==> src/rtl/pwm_cmp_pkg.sv <==
// Shared types and constants for the PWM compare-value conditioning path.
// Used by boxcar_accum and pwm_compare_ctrl.
package pwm_cmp_pkg;

    localparam int SAMPLE_W           = 10;
    localparam int CHANNEL_W          = 4;
    localparam int AVG_LOG2_MAX       = 6;
    localparam int WDT_CYCLES_DEFAULT = 5_000_000;

    typedef logic [SAMPLE_W-1:0]  sample_t;
    typedef logic [CHANNEL_W-1:0] channel_t;

    typedef enum logic {
        WDT_RUN   = 1'b0,
        WDT_STALE = 1'b1
    } wdt_state_t;

endpackage

==> src/rtl/boxcar_accum.sv <==
// Box-car averager: sums 2^AVG_LOG2 valid samples and emits their truncated
// mean as a single-cycle strobe in the same cycle as the final sample.
module boxcar_accum
    import pwm_cmp_pkg::*;
#(
    parameter int AVG_LOG2 = 2
) (
    input  logic                clk,
    input  logic                rst,
    input  logic                in_valid,
    input  logic [SAMPLE_W-1:0] in_data,
    output logic                out_valid,
    output logic [SAMPLE_W-1:0] out_data
);

    // One extra bit per doubling of the sample count, so the sum cannot wrap.
    localparam int ACC_W = SAMPLE_W + AVG_LOG2;
    localparam int CNT_W = (AVG_LOG2 > 0) ? AVG_LOG2 : 1;
    localparam logic [CNT_W-1:0] CNT_LAST = CNT_W'((1 << AVG_LOG2) - 1);

    logic [ACC_W-1:0] acc;
    logic [ACC_W-1:0] sum;
    logic [CNT_W-1:0] cnt;
    logic             last;

    // NOTE: every signal assigned in always_comb gets a value on every path,
    // otherwise synthesis infers a latch to hold the old value.
    always_comb begin
        sum       = acc + ACC_W'(in_data);
        last      = (cnt == CNT_LAST);
        out_valid = in_valid && last;
        out_data  = SAMPLE_W'(sum >> AVG_LOG2);
    end

    always_ff @(posedge clk) begin
        if (rst) begin
            acc <= '0;
            cnt <= '0;
        end else if (in_valid) begin
            if (last) begin
                acc <= '0;
                cnt <= '0;
            end else begin
                acc <= sum;
                cnt <= cnt + CNT_W'(1);
            end
        end
    end

endmodule

==> src/rtl/pwm_compare_ctrl.sv <==
// Averages one ADC channel and commits the result to the PWM compare value only
// at a period boundary. Define PWM_CMP_WDT_EN to add the sample-starvation watchdog.
module pwm_compare_ctrl
    import pwm_cmp_pkg::*;
#(
    parameter int CHANNEL    = 0,
    parameter int AVG_LOG2   = 2,
    parameter int WDT_CYCLES = WDT_CYCLES_DEFAULT
) (
    input  logic                 clk,
    input  logic                 rst,
    input  logic                 new_sample,
    input  logic [SAMPLE_W-1:0]  sample,
    input  logic [CHANNEL_W-1:0] sample_channel,
    input  logic                 period_start,
    output logic [SAMPLE_W-1:0]  compare,
    output logic                 update,
    output logic                 stale
);

    if (AVG_LOG2 < 0 || AVG_LOG2 > AVG_LOG2_MAX) begin : g_bad_avg_log2
        $error("pwm_compare_ctrl: AVG_LOG2 must be 0..%0d", AVG_LOG2_MAX);
    end
    if (WDT_CYCLES < 2) begin : g_bad_wdt_cycles
        $error("pwm_compare_ctrl: WDT_CYCLES must be at least 2");
    end

    logic    accepted;
    logic    avg_valid;
    sample_t avg_data;
    logic    pend;
    sample_t pend_val;
    logic    wdt_fire;

    assign accepted = new_sample && (sample_channel == CHANNEL_W'(CHANNEL));

    boxcar_accum #(
        .AVG_LOG2 (AVG_LOG2)
    ) u_boxcar (
        .clk       (clk),
        .rst       (rst),
        .in_valid  (accepted),
        .in_data   (sample),
        .out_valid (avg_valid),
        .out_data  (avg_data)
    );

`ifdef PWM_CMP_WDT_EN
    localparam int WDT_W = $clog2(WDT_CYCLES);
    localparam logic [WDT_W-1:0] WDT_LAST    = WDT_W'(WDT_CYCLES - 1);
    localparam logic [WDT_W-1:0] WDT_FIRE_AT = WDT_W'(WDT_CYCLES - 2);

    logic [WDT_W-1:0] wdt_cnt;
    wdt_state_t       wdt_state;

    // Fires once, on the edge where the idle count reaches WDT_CYCLES-1;
    // saturation then holds it off until a sample restarts the count.
    assign wdt_fire = !accepted && (wdt_cnt == WDT_FIRE_AT);
    assign stale    = (wdt_state == WDT_STALE);

    always_ff @(posedge clk) begin
        if (rst) begin
            wdt_cnt   <= '0;
            wdt_state <= WDT_RUN;
        end else begin
            if (accepted) begin
                wdt_cnt <= '0;
            end else if (wdt_cnt != WDT_LAST) begin
                wdt_cnt <= wdt_cnt + WDT_W'(1);
            end

            if (avg_valid) begin
                wdt_state <= WDT_RUN;
            end else if (wdt_fire) begin
                wdt_state <= WDT_STALE;
            end
        end
    end
`else
    assign wdt_fire = 1'b0;
    assign stale    = 1'b0;
`endif

    // NOTE: non-blocking assignments make every read below see the value from
    // before the edge, and a later assignment in this block overrides an
    // earlier one. That is exactly how an average landing on a period_start
    // edge commits the old pend_val yet leaves the new one pending.
    always_ff @(posedge clk) begin
        if (rst) begin
            compare  <= '0;
            update   <= 1'b0;
            pend     <= 1'b0;
            pend_val <= '0;
        end else begin
            update <= 1'b0;

            if (period_start && pend) begin
                compare <= pend_val;
                update  <= 1'b1;
                pend    <= 1'b0;
            end

            if (avg_valid) begin
                pend_val <= avg_data;
                pend     <= 1'b1;
            end else if (wdt_fire) begin
                pend_val <= '0;
                pend     <= 1'b1;
            end
        end
    end

endmodule

==> config.mk <==
export PLATFORM = sky130hd
export DESIGN_NAME = pwm_compare_ctrl
export DESIGN_NICKNAME = d
export VERILOG_FILES = /design/src/rtl/pwm_cmp_pkg.sv /design/src/rtl/boxcar_accum.sv /design/src/rtl/pwm_compare_ctrl.sv
export SDC_FILE = /design/constraint.sdc
export NUM_CORES = 1
export LEC_CHECK = 0
export CORE_MARGIN = 5
export CORE_UTILIZATION = 50
export CTS_BUF_LIST = sky130_fd_sc_hd__clkbuf_2 sky130_fd_sc_hd__clkbuf_4 sky130_fd_sc_hd__clkbuf_8
export CTS_CLUSTER_DIAMETER = 100
export DETAILED_ROUTE_END_ITERATION = 6
export MAX_ROUTING_LAYER = met4
export PLACE_DENSITY = 0.75
export SETUP_SLACK_MARGIN = 0.5
export SLEW_MARGIN = 20
export SYNTH_ARGS = -nofsm -noshare
export SYNTH_HDL_FRONTEND = slang
export SYNTH_SLANG_ARGS = --single-unit
==> constraint.sdc <==
create_clock -name clk -period 5.2 [get_ports clk]
set_input_delay 1.04 -clock clk [delete_from_list [all_inputs] [get_ports clk]]
set_output_delay 1.04 -clock clk [all_outputs]
set_load 0.03 [all_outputs]
==> results of run 1 <==
## placed cells by master (no fill, tap or decap), drive strengths merged, types with 2 or more instances in the layout
cell type,n
nand2,40
dfxtp,36
a21oi,30
clkdlybuf4s50,28
nor2,18
o21ai,12
nand3,11
ha,11
nor3,7
inv,6
a21o,6
clkbuf,5
o21a,4
clkinv,4
o31a,3
and4,3
a211oi,3
or4,3
or4b,3
nor4,3
nand4,2
a22oi,2
xor2,2
nor3b,2
a2111oi,2
a311o,2
o2111ai,2
## area by class of cell
class                      count  area (sq um)  share of cell area
multi-input combinational    186          1130               0.489
inverter                       7          26.3              0.0113
timing repair buffer          29           288               0.124
clock buffer                   5          68.8              0.0297
clock inverter                 3          18.8             0.00810
tap                           48          60.1              0.0259
sequential                    36           721               0.311
## registers in the layout (all words and copies together) (netlist names)
register and flops:
compare 10, pend_val 10, update 1, pend 1
u_boxcar.cnt 2, u_boxcar.acc 12
## worst max-delay path, stage by stage
cell and delay, ns:
clkdlybuf4s50_1 0.44, nor4_4 0.36, nand3_1 0.57, nor2_1 0.30, or4b_1 0.45, o211ai_1 0.09
## cells in the mapped netlist (2+ instances only)
cell type / count
nor4_1: 2
and4_1: 3
nand3_1: 11
a2111oi_0: 2
nor2_1: 18
nand4_1: 2
o2111ai_1: 2
inv_1: 6
or4_1: 3
a311o_1: 2
nor3b_1: 2
a211oi_1: 3
a21o_1: 6
dfxtp_1: 36
nor3_1: 7
nand2_1: 40
a22oi_1: 2
buf_1: 3
ha_1: 11
a21oi_1: 30
o21ai_0: 12
or4b_1: 3
o21a_1: 4
xor2_1: 2
o31a_1: 3
clkbuf_1: 10
## cells by family (layout without fill, tap and decap cells)
group | after synthesis | count (layout)
other cells | 1 | 1
xor+xnor | 3 | 3
simple gates | 98 | 98
flops | 36 | 36
buf+inv | 22 | 44
compound gates | 72 | 72
fa+ha+maj | 12 | 12
## metal layers
layer,share of wire,vias up,GRT usage,wire (um)
met5,0,-,-,0
met4,0.015,0,0.0731,64
met3,0.069,7,0.0374,291
met2,0.44,51,0.272,1870
met1,0.47,828,0.230,2010
li1,-,925,-,-
## path summary, 6_finish.rpt
| path | start | end | cells past startpoint |
|---|---|---|---|
| worst min register to register | compare[1] | compare[1] | 2 |
| worst min-delay path | compare[1] | compare[1] | 2 |
| worst max-delay path | sample_channel[1] | pend_val[9] | 6 |
| worst max register to register | u_boxcar.cnt[0] | pend_val[9] | 5 |
## where the power goes
part	internal [mW]	switching (mW)	leakage, nW	total [mW]
registers	0.278	0.00141	0.290	0.280
logic	0.0236	0.0285	0.519	0.0520
clock network	0.0933	0.105	0.0479	0.198
total	0.395	0.135	0.858	0.530
## metrics by stage
step                power (mW)  hold WS [ns]
CTS                      0.534         0.457
detailed placement       0.337         0.447
global route             0.551         0.476
floorplan                0.316         0.429
finish                   0.530         0.455
global placement         0.337         0.446
==> qor.txt, run 1 <==
Status - finished clean
Die W - 72.3 um
Area Overhead vs Synth - 19.3%
Final Util - 0.623
Fin crit share - 0.586
Pre-CTS WS - 1.83 ns
CTS tree - built
Postcts setup bufs - 0
Routed length per instance - 13.5 um
Ports - 30
Worst setup EP type - flop
Cells after DPL - 306
Number of I/O port buffers - 28
Critical Path RT - 5.42 ns
Worst slew pin tran - 0.730 ns
Final Hold Fails - 0
Clk buf depth - 2
Post-CTS Resized - 0
Initial antenna violation count - 0
Min-delay worst type - reg2reg
Synth cell types - 45
Slew headroom - 0.512
Final Critical Period - 3.05 ns
Most area-hungry cell type in the Yosys netlist - dfxtp_1
CP Launch Type - primary input
Final instance area - 2320 sq um
Number of fillers in the final layout - 343
Number of vias per cell - 5.77
Core box area - 3720 sq um
# diodes - 0
Die area - 5230 sq um
Cell Count, Final, Fillers Out - 314
Final nets - 295
Synth top area share - 0.371
Vias in the first global route - 1628
Cell Area, Placed - 2230 sq um
Cells after synthesis - 244
CP Max Fanout - 21
Clock sink count - 36
Clock slew at reported path FFs - 0.07 ns
Final Skew - 0.00535 ns
Post-Synth XOR/XNOR Area - 0.0135
Netlist Area Pre-Place - 1940 sq um
Highest Clock Rate - 328 MHz
CTS H-tree lvls - 2
Async set or reset register ratio after synthesis - 0
Rows - 22
Mux contribution to synthesized area - 0
First-pass GRT wire length - 7.27 mm
TritonCTS buffer count - 5
Synth Area in Compound Gates - 0.232
Post-synth EDFFs - 0
Final setup margin - 2.15 ns
Synth area leaders - dfxtp_1 37%, a21oi_1 7.7%, nand2_1 7.7%
Power per Cell Area - 229 nW/um^2
CTS hold repair buffers - 0
Routed vias - 1811
Main combinational cell family by area after synthesis - simple AND/OR/NAND/NOR gates
Flops & latches, synth - 36
Max-slew violation count - 0
Layout cells sized above 1 - 0.0414
Initial Util - 0.523
DRC - 0
Worst EP arrival - 3.26 ns
Post-DRT Antenna Nets - 0
Setup CP Type - in2reg
Grt total ovfl - 0
DR pass1 iterations - 4
GRT Resource Usage Total - 0.179
Maximum capacitance violations - 0
Height of the chip - 72.3 um
Yosys Warn Count - 0
Simple-gate portion of the synthesized area - 0.255
GPL Wtd Cong - 0.880
Routed WL - 4.24 mm
Initial drt markers - 79
Setup TNS Final - 0 ns
Reg2Reg Setup Slack - 2.77 ns
Sequential fraction of the synthesis area - 0.371
RSZ-0062 raised after global routing - no
Post-synthesis adder-cell area fraction - 0.0812
Largest net degree at the start of global routing - 40
Worst-skew pair later-pin latency - 0.29 ns
CTS Root Cell - clkbuf_8
Peak supply drop - 0.000149 V
Final setup vio count - 0
Mean Syn Cell Area - 7.96 sq um
Detailed Place HPWL - 3.01 mm
Primary FF master, synth - dfxtp_1
Leakage - 0.858 nW
Net count after synthesis - 274
Power figures use the tool's default switching activity.
==> inputs of run 2 (changes only) <==
==> constraint.sdc (replaced) <==
create_clock -name clk -period 3 [get_ports clk]
set_input_delay 0.6 -clock clk [delete_from_list [all_inputs] [get_ports clk]]
set_output_delay 0.6 -clock clk [all_outputs]
set_load 0.03 [all_outputs]
==> qor.txt, run 2 (synthesis results as in run 1) <==
Status - finished clean
Grt total ovfl - 0 (unchanged)
Post-DRT Antenna Nets - 0 (unchanged)
GPL Wtd Cong - 0.916 (+4.1%)
Max-slew violation count - 0 (unchanged)
Vias in the first global route - 1632 (+0.25%)
Max reg flops - 12 (unchanged)
Worst setup EP type - flop
Most common cell after layout, fill and taps aside - nand2_1
CP Cell Sequence - clkdlybuf4s50_1, ha_4, nor2b_4, o31a_1, o31a_1, or4b_1, a31oi_1
Routed vias - 1834 (+1.3%)
CP Launch Type - primary input
Final Hold Fails - 0 (unchanged)
Critical Path RT - 3.22 ns (-2.20 ns)
Height of the chip - 72.3 um (unchanged)
Worst-skew pair later-pin latency - 0.29 ns (about the same)
Worst path max stage delay - 0.51 ns (-0.06 ns)
WL met1 - 2.09 mm (+3.8%)
Die area - 5230 sq um (unchanged)
Clock power share - 0.375 (about the same)
Initial Util - 0.523 (unchanged)
Sw Share - 0.258 (+0.00365)
Setup CP Type - in2reg
Register name with the most flops - u_boxcar.acc
Final Critical Period - 2.46 ns
Min-delay worst type - reg2reg
Commonest cells after routing, fill and taps aside - 40 x nand2_1, 36 x dfxtp_1, 29 x a21oi_1
TritonCTS buffer count - 5 (unchanged)
Pint - 0.688 mW (+74%)
DRC - 0 (unchanged)
Final nets - 301 (+2.0%)
Final Util - 0.643 (+0.0202)
Fin crit share - 0.819
Combinational Power Share - 0.102 (+0.004)
Biggest regs - u_boxcar.acc: 12 flops, compare: 10 flops, pend_val: 10 flops
Largest net degree at the start of global routing - 23 (-43%)
Routed met3 length - 264 um (-9.3%)
Top Metal Used - met4
Power per Cell Area - 388 nW/um^2 (+69%)
Most Frequent Cell on Critical Path - o31a_1
CP delay by family, top - compound AO/OA/AOI/OAI gates
# diodes - 0 (unchanged)
Final setup vio count - 0 (unchanged)
Routed WL - 4.50 mm (+6.1%)
Worst EP arrival - 2.68 ns (-0.58 ns)
Clk buf depth - 2 (unchanged)
CTS Root Cell - clkbuf_8
Setup TNS Final - 0 ns (unchanged)
Slew headroom - 0.649 (+0.137)
First-pass GRT wire length - 7.30 mm (+0.48%)
Seq pwr share - 0.523 (-0.004)
Maximum capacitance violations - 0 (unchanged)
Initial antenna violation count - 0 (unchanged)
WL met2 - 2.10 mm (+12%)
Clock slew at reported path FFs - 0.08 ns (about the same)
Area Overhead vs Synth - 23.1%
RSZ-0062 raised after global routing - yes
CTS H-tree lvls - 2 (unchanged)
Net switching power - 0.240 mW (+77%)
Number of I/O port buffers - 28 (unchanged)
Leakage - 0.886 nW (+3.3%)
Routed length per instance - 14.1 um (+4.1%)
Buf+Inv Stages, Crit Path - 1 (unchanged)
Final Skew - 0.00664 ns (+0.00128 ns)
CTS tree - built
Worst slew pin tran - 0.525 ns (-0.205 ns)
Core box area - 3720 sq um (unchanged)
Detailed Place HPWL - 3.33 mm (+11%)
DR pass1 iterations - 4 (unchanged)
Critical path's slowest cell - clkdlybuf4s50_1
CP Max Fanout - 5 (-76%)
Layout cells sized above 1 - 0.0846 (+0.0432)
Clock sink count - 36 (unchanged)
Ports - 30 (unchanged)
Number of vias per cell - 5.73 (-0.63%)
Peak supply drop - 0.000211 V (+42%)
Rows - 22 (unchanged)
Reg2Reg Setup Slack - 0.86 ns (-1.91 ns)
Highest Clock Rate - 407 MHz
Die W - 72.3 um (unchanged)
GRT Resource Usage Total - 0.180 (+0.00162)
Initial drt markers - 134 (+70%)
==> run 2: repair_timing <==
action	CTS	global route
pin swaps	6	1
hold buffers	0	0
gates resized for setup	5	6
endpoints found under the setup margin	4	10
buffers inserted	1	0
==> run 2: layer usage <==
metal  GRT usage  up-vias
met2       0.291       48
met1       0.222      844
met5           -        -
met3      0.0402        7
met4      0.0605        0
li1            -      935
==> run 2: cell type report <==
| type | count | area [sq um] |
|---|---|---|
| fillers | 338 | 1330 |
| clock inverters | 3 | 18.8 |
| well taps | 48 | 60.1 |
| inverters | 7 | 26.3 |
| repair buffers | 35 | 332 |
| multi-input cells | 186 | 1160 |
| flip-flops and latches | 36 | 721 |
| clock buffers | 5 | 68.8 |
==> run 2: worst min-delay path: stages, from the launching register on <==
cell,delay (ns)
dfxtp_1,0.31
nand2_1,0.05
a21oi_1,0.05
==> run 2: power groups by stage <==
stage | combinational (mW) | sequential, mW | clock [mW]
3_5_place_dp | 0.0907 | 0.496 | 0
3_3_place_gp | 0.0895 | 0.496 | 0
2_1_floorplan | 0.0527 | 0.495 | 0
5_1_grt | 0.103 | 0.485 | 0.370
4_1_cts | 0.0926 | 0.485 | 0.350
6_report | 0.0948 | 0.485 | 0.348
==> run 2: worst paths after layout <==
check                                     start          endpoint  cells past startpoint
worst max register to register  u_boxcar.acc[0]  u_boxcar.acc[10]                      8
worst max-delay path                  sample[2]  u_boxcar.acc[10]                      7
worst min-delay path                pend_val[2]        compare[2]                      2
worst min register to register      pend_val[2]        compare[2]                      2
==> run 2: stage by stage <==
step | hold WS (ns) | std cells | power (mW) | instance area (sq um) | worst slack (ns)
finish | 0.455 | 320 | 0.927 | 2390 | 0.544
global route | 0.474 | 320 | 0.959 | 2390 | 0.456
CTS | 0.459 | 320 | 0.927 | 2380 | 0.501
detailed placement | 0.449 | 311 | 0.587 | 2270 | 0.101
global placement | 0.444 | 311 | 0.585 | 2270 | 0.137
floorplan | 0.429 | 244 | 0.547 | 1940 | 0.633
==> inputs of run 3 (changes only) <==
--- a/config.mk
+++ b/config.mk
@@ -11,7 +11,7 @@
 export CTS_CLUSTER_DIAMETER = 100
 export DETAILED_ROUTE_END_ITERATION = 6
 export MAX_ROUTING_LAYER = met4
-export PLACE_DENSITY = 0.75
+export PLACE_DENSITY = 0.78
 export SETUP_SLACK_MARGIN = 0.5
 export SLEW_MARGIN = 20
 export SYNTH_ARGS = -nofsm -noshare
==> constraint.sdc (replaced) <==
create_clock -name clk -period 2.1 [get_ports clk]
set_input_delay 0.42 -clock clk [delete_from_list [all_inputs] [get_ports clk]]
set_output_delay 0.42 -clock clk [all_outputs]
set_load 0.03 [all_outputs]
==> qor.txt, run 3 (synthesis results as in run 1) <==
Status - finished with violations
Failing checks - negative setup slack
CTS H-tree lvls - 2 (unchanged)
Slew headroom - 0.672 (+0.0233)
Vias in the first global route - 2145 (+31%)
Routed length per instance - 20.5 um (+46%)
Setup CP Type - reg2reg
Leakage - 1.26 nW (+43%)
Die W - 72.3 um (unchanged)
Commonest cells after routing, fill and taps aside - 41 x buf_4, 38 x nand2_1, 32 x dfxtp_1
Number of I/O port buffers - 28 (unchanged)
Max-slew violation count - 0 (unchanged)
Die area - 5230 sq um (unchanged)
Min-delay worst type - reg2reg
TritonCTS buffer count - 5 (unchanged)
CTS Root Cell - clkbuf_8
Final Skew - 0.00876 ns (+0.00213 ns)
Core box area - 3720 sq um (unchanged)
Largest net degree at the start of global routing - 21 (-8.7%)
Final nets - 350 (+16%)
Ports - 30 (unchanged)
DRC - 0 (unchanged)
Final Util - 0.856 (+0.212)
Initial antenna violation count - 1 (+1)
GPL Wtd Cong - 0.881 (-3.8%)
CP Cell Sequence - ha_4, inv_2, fa_2, nor2b_4, o31a_1, buf_4, buf_6, o21ai_4, a2111oi_1, a311o_1
Initial Util - 0.523 (unchanged)
Height of the chip - 72.3 um (unchanged)
Power per Cell Area - 446 nW/um^2 (+15%)
Area Overhead vs Synth - 63.8%
Register name with the most flops - u_boxcar.acc
Highest Clock Rate - 476 MHz
Clock slew at reported path FFs - 0.08 ns (about the same)
Worst setup EP type - flop
Worst-skew pair later-pin latency - 0.30 ns (about the same)
CTS hold repair buffers - 0 (unchanged)
Biggest regs - u_boxcar.acc: 12 flops, compare: 10 flops, pend_val: 10 flops
First-pass GRT wire length - 9.88 mm (+35%)
Peak supply drop - 0.000513 V (+140%)
DR pass1 iterations - 5 (+1)
Final Critical Period - 2.10 ns
RSZ-0062 raised after global routing - yes
Worst EP arrival - 2.29 ns (-0.39 ns)
Post-DRT Antenna Nets - 0 (unchanged)
CP Launch Type - flop
Routed vias - 2383 (+30%)
Critical Path RT - 2.28 ns (-0.94 ns)
Pre-CTS WS - -0.638 ns (-0.739 ns)
Fin crit share - 1.00
Detailed Place HPWL - 3.86 mm (+16%)
Clock sink count - 36 (unchanged)
CTS tree - built
Max reg flops - 12 (unchanged)
Buf+Inv Stages, Crit Path - 3 (+2)
Rows - 22 (unchanged)
Number of vias per cell - 6.44 (+12%)
CP Max Fanout - 4 (-1)
Routed WL - 7.59 mm (+69%)
GRT Resource Usage Total - 0.249 (+0.0689)
CP delay by family, top - compound AO/OA/AOI/OAI gates
Layout cells sized above 1 - 0.386 (+0.302)
Maximum capacitance violations - 0 (unchanged)
Most common cell after layout, fill and taps aside - buf_4
Worst slew pin tran - 0.486 ns (-0.0388 ns)
Grt total ovfl - 0 (unchanged)
Initial drt markers - 234 (+75%)
Clk buf depth - 2 (unchanged)
Final Hold Fails - 0 (unchanged)
Worst path max stage delay - 0.34 ns (-0.17 ns)
Final setup vio count - 1 (+1)
Critical path's slowest cell - dfxtp_2
Final setup margin - -0.000750 ns (-0.545 ns)
## run 3: stage by stage
step / power (mW) / std cells / area, sq um / TNS [ns] / hold WS (ns)
CTS: 1.37 / 361 / 2950 / 0 / 0.454
floorplan: 0.795 / 244 / 2080 / -0.0717 / 0.429
global placement: 0.872 / 342 / 2620 / -4.63 / 0.443
finish: 1.42 / 370 / 3180 / -0.000750 / 0.453
detailed placement: 0.876 / 342 / 2620 / -5.34 / 0.446
global route: 1.45 / 370 / 3180 / -0.149 / 0.491
## run 3: power by group
part           leakage (nW)  internal, mW  total (mW)  switching (mW)
clock                0.0479         0.232       0.514           0.282
combinational         0.923        0.0970       0.211           0.114
sequential            0.293         0.688       0.693         0.00521
## run 3: layer usage
metal  share of wire  wire [um]  GRT usage  vias up
met5               0          0          -        -
met4           0.069        527      0.104        0
met3           0.080        604     0.0457       55
met2            0.48       3610      0.444      150
met1            0.38       2850      0.270     1143
li1                -          -          -     1035
## run 3: area by class of cell
class	count	area [sq um]
Clock buffer	5	68.8
Sequential cell	36	728
Fill cell	186	536
Timing Repair Buffer	84	746
Multi-Input combinational cell	186	1530
Tap cell	48	60.1
Antenna cell	1	2.50
Clock inverter	3	18.8
Inverter	7	26.3
## run 3: repair_timing
| item | in CTS | in global routing |
|---|---|---|
| setup endpoints to repair | 34 | 21 |
| pin swaps | 26 | 25 |
| cloned | 1 | 2 |
| resized for setup | 81 | 32 |
| buffers inserted | 10 | 6 |
## run 3: final timing paths
kind         slack, ns          end  cells past startpoint       startpoint
max reg2reg    -0.0008  pend_val[4]                     10  u_boxcar.acc[0]
min               0.45   compare[0]                      2       compare[0]
min reg2reg       0.45   compare[0]                      2       compare[0]
max            -0.0008  pend_val[4]                     10  u_boxcar.acc[0]
## run 3: worst register-to-register path, delay by kind of cell, from the launching register on
family                     cells  cell delay [ns]
AOI/OAI and AO/OA              4             0.89
buffers and inverters          3             0.32
and+or+nand+nor                1             0.05
adders and majority gates      2             0.39
DFF                            1             0.34
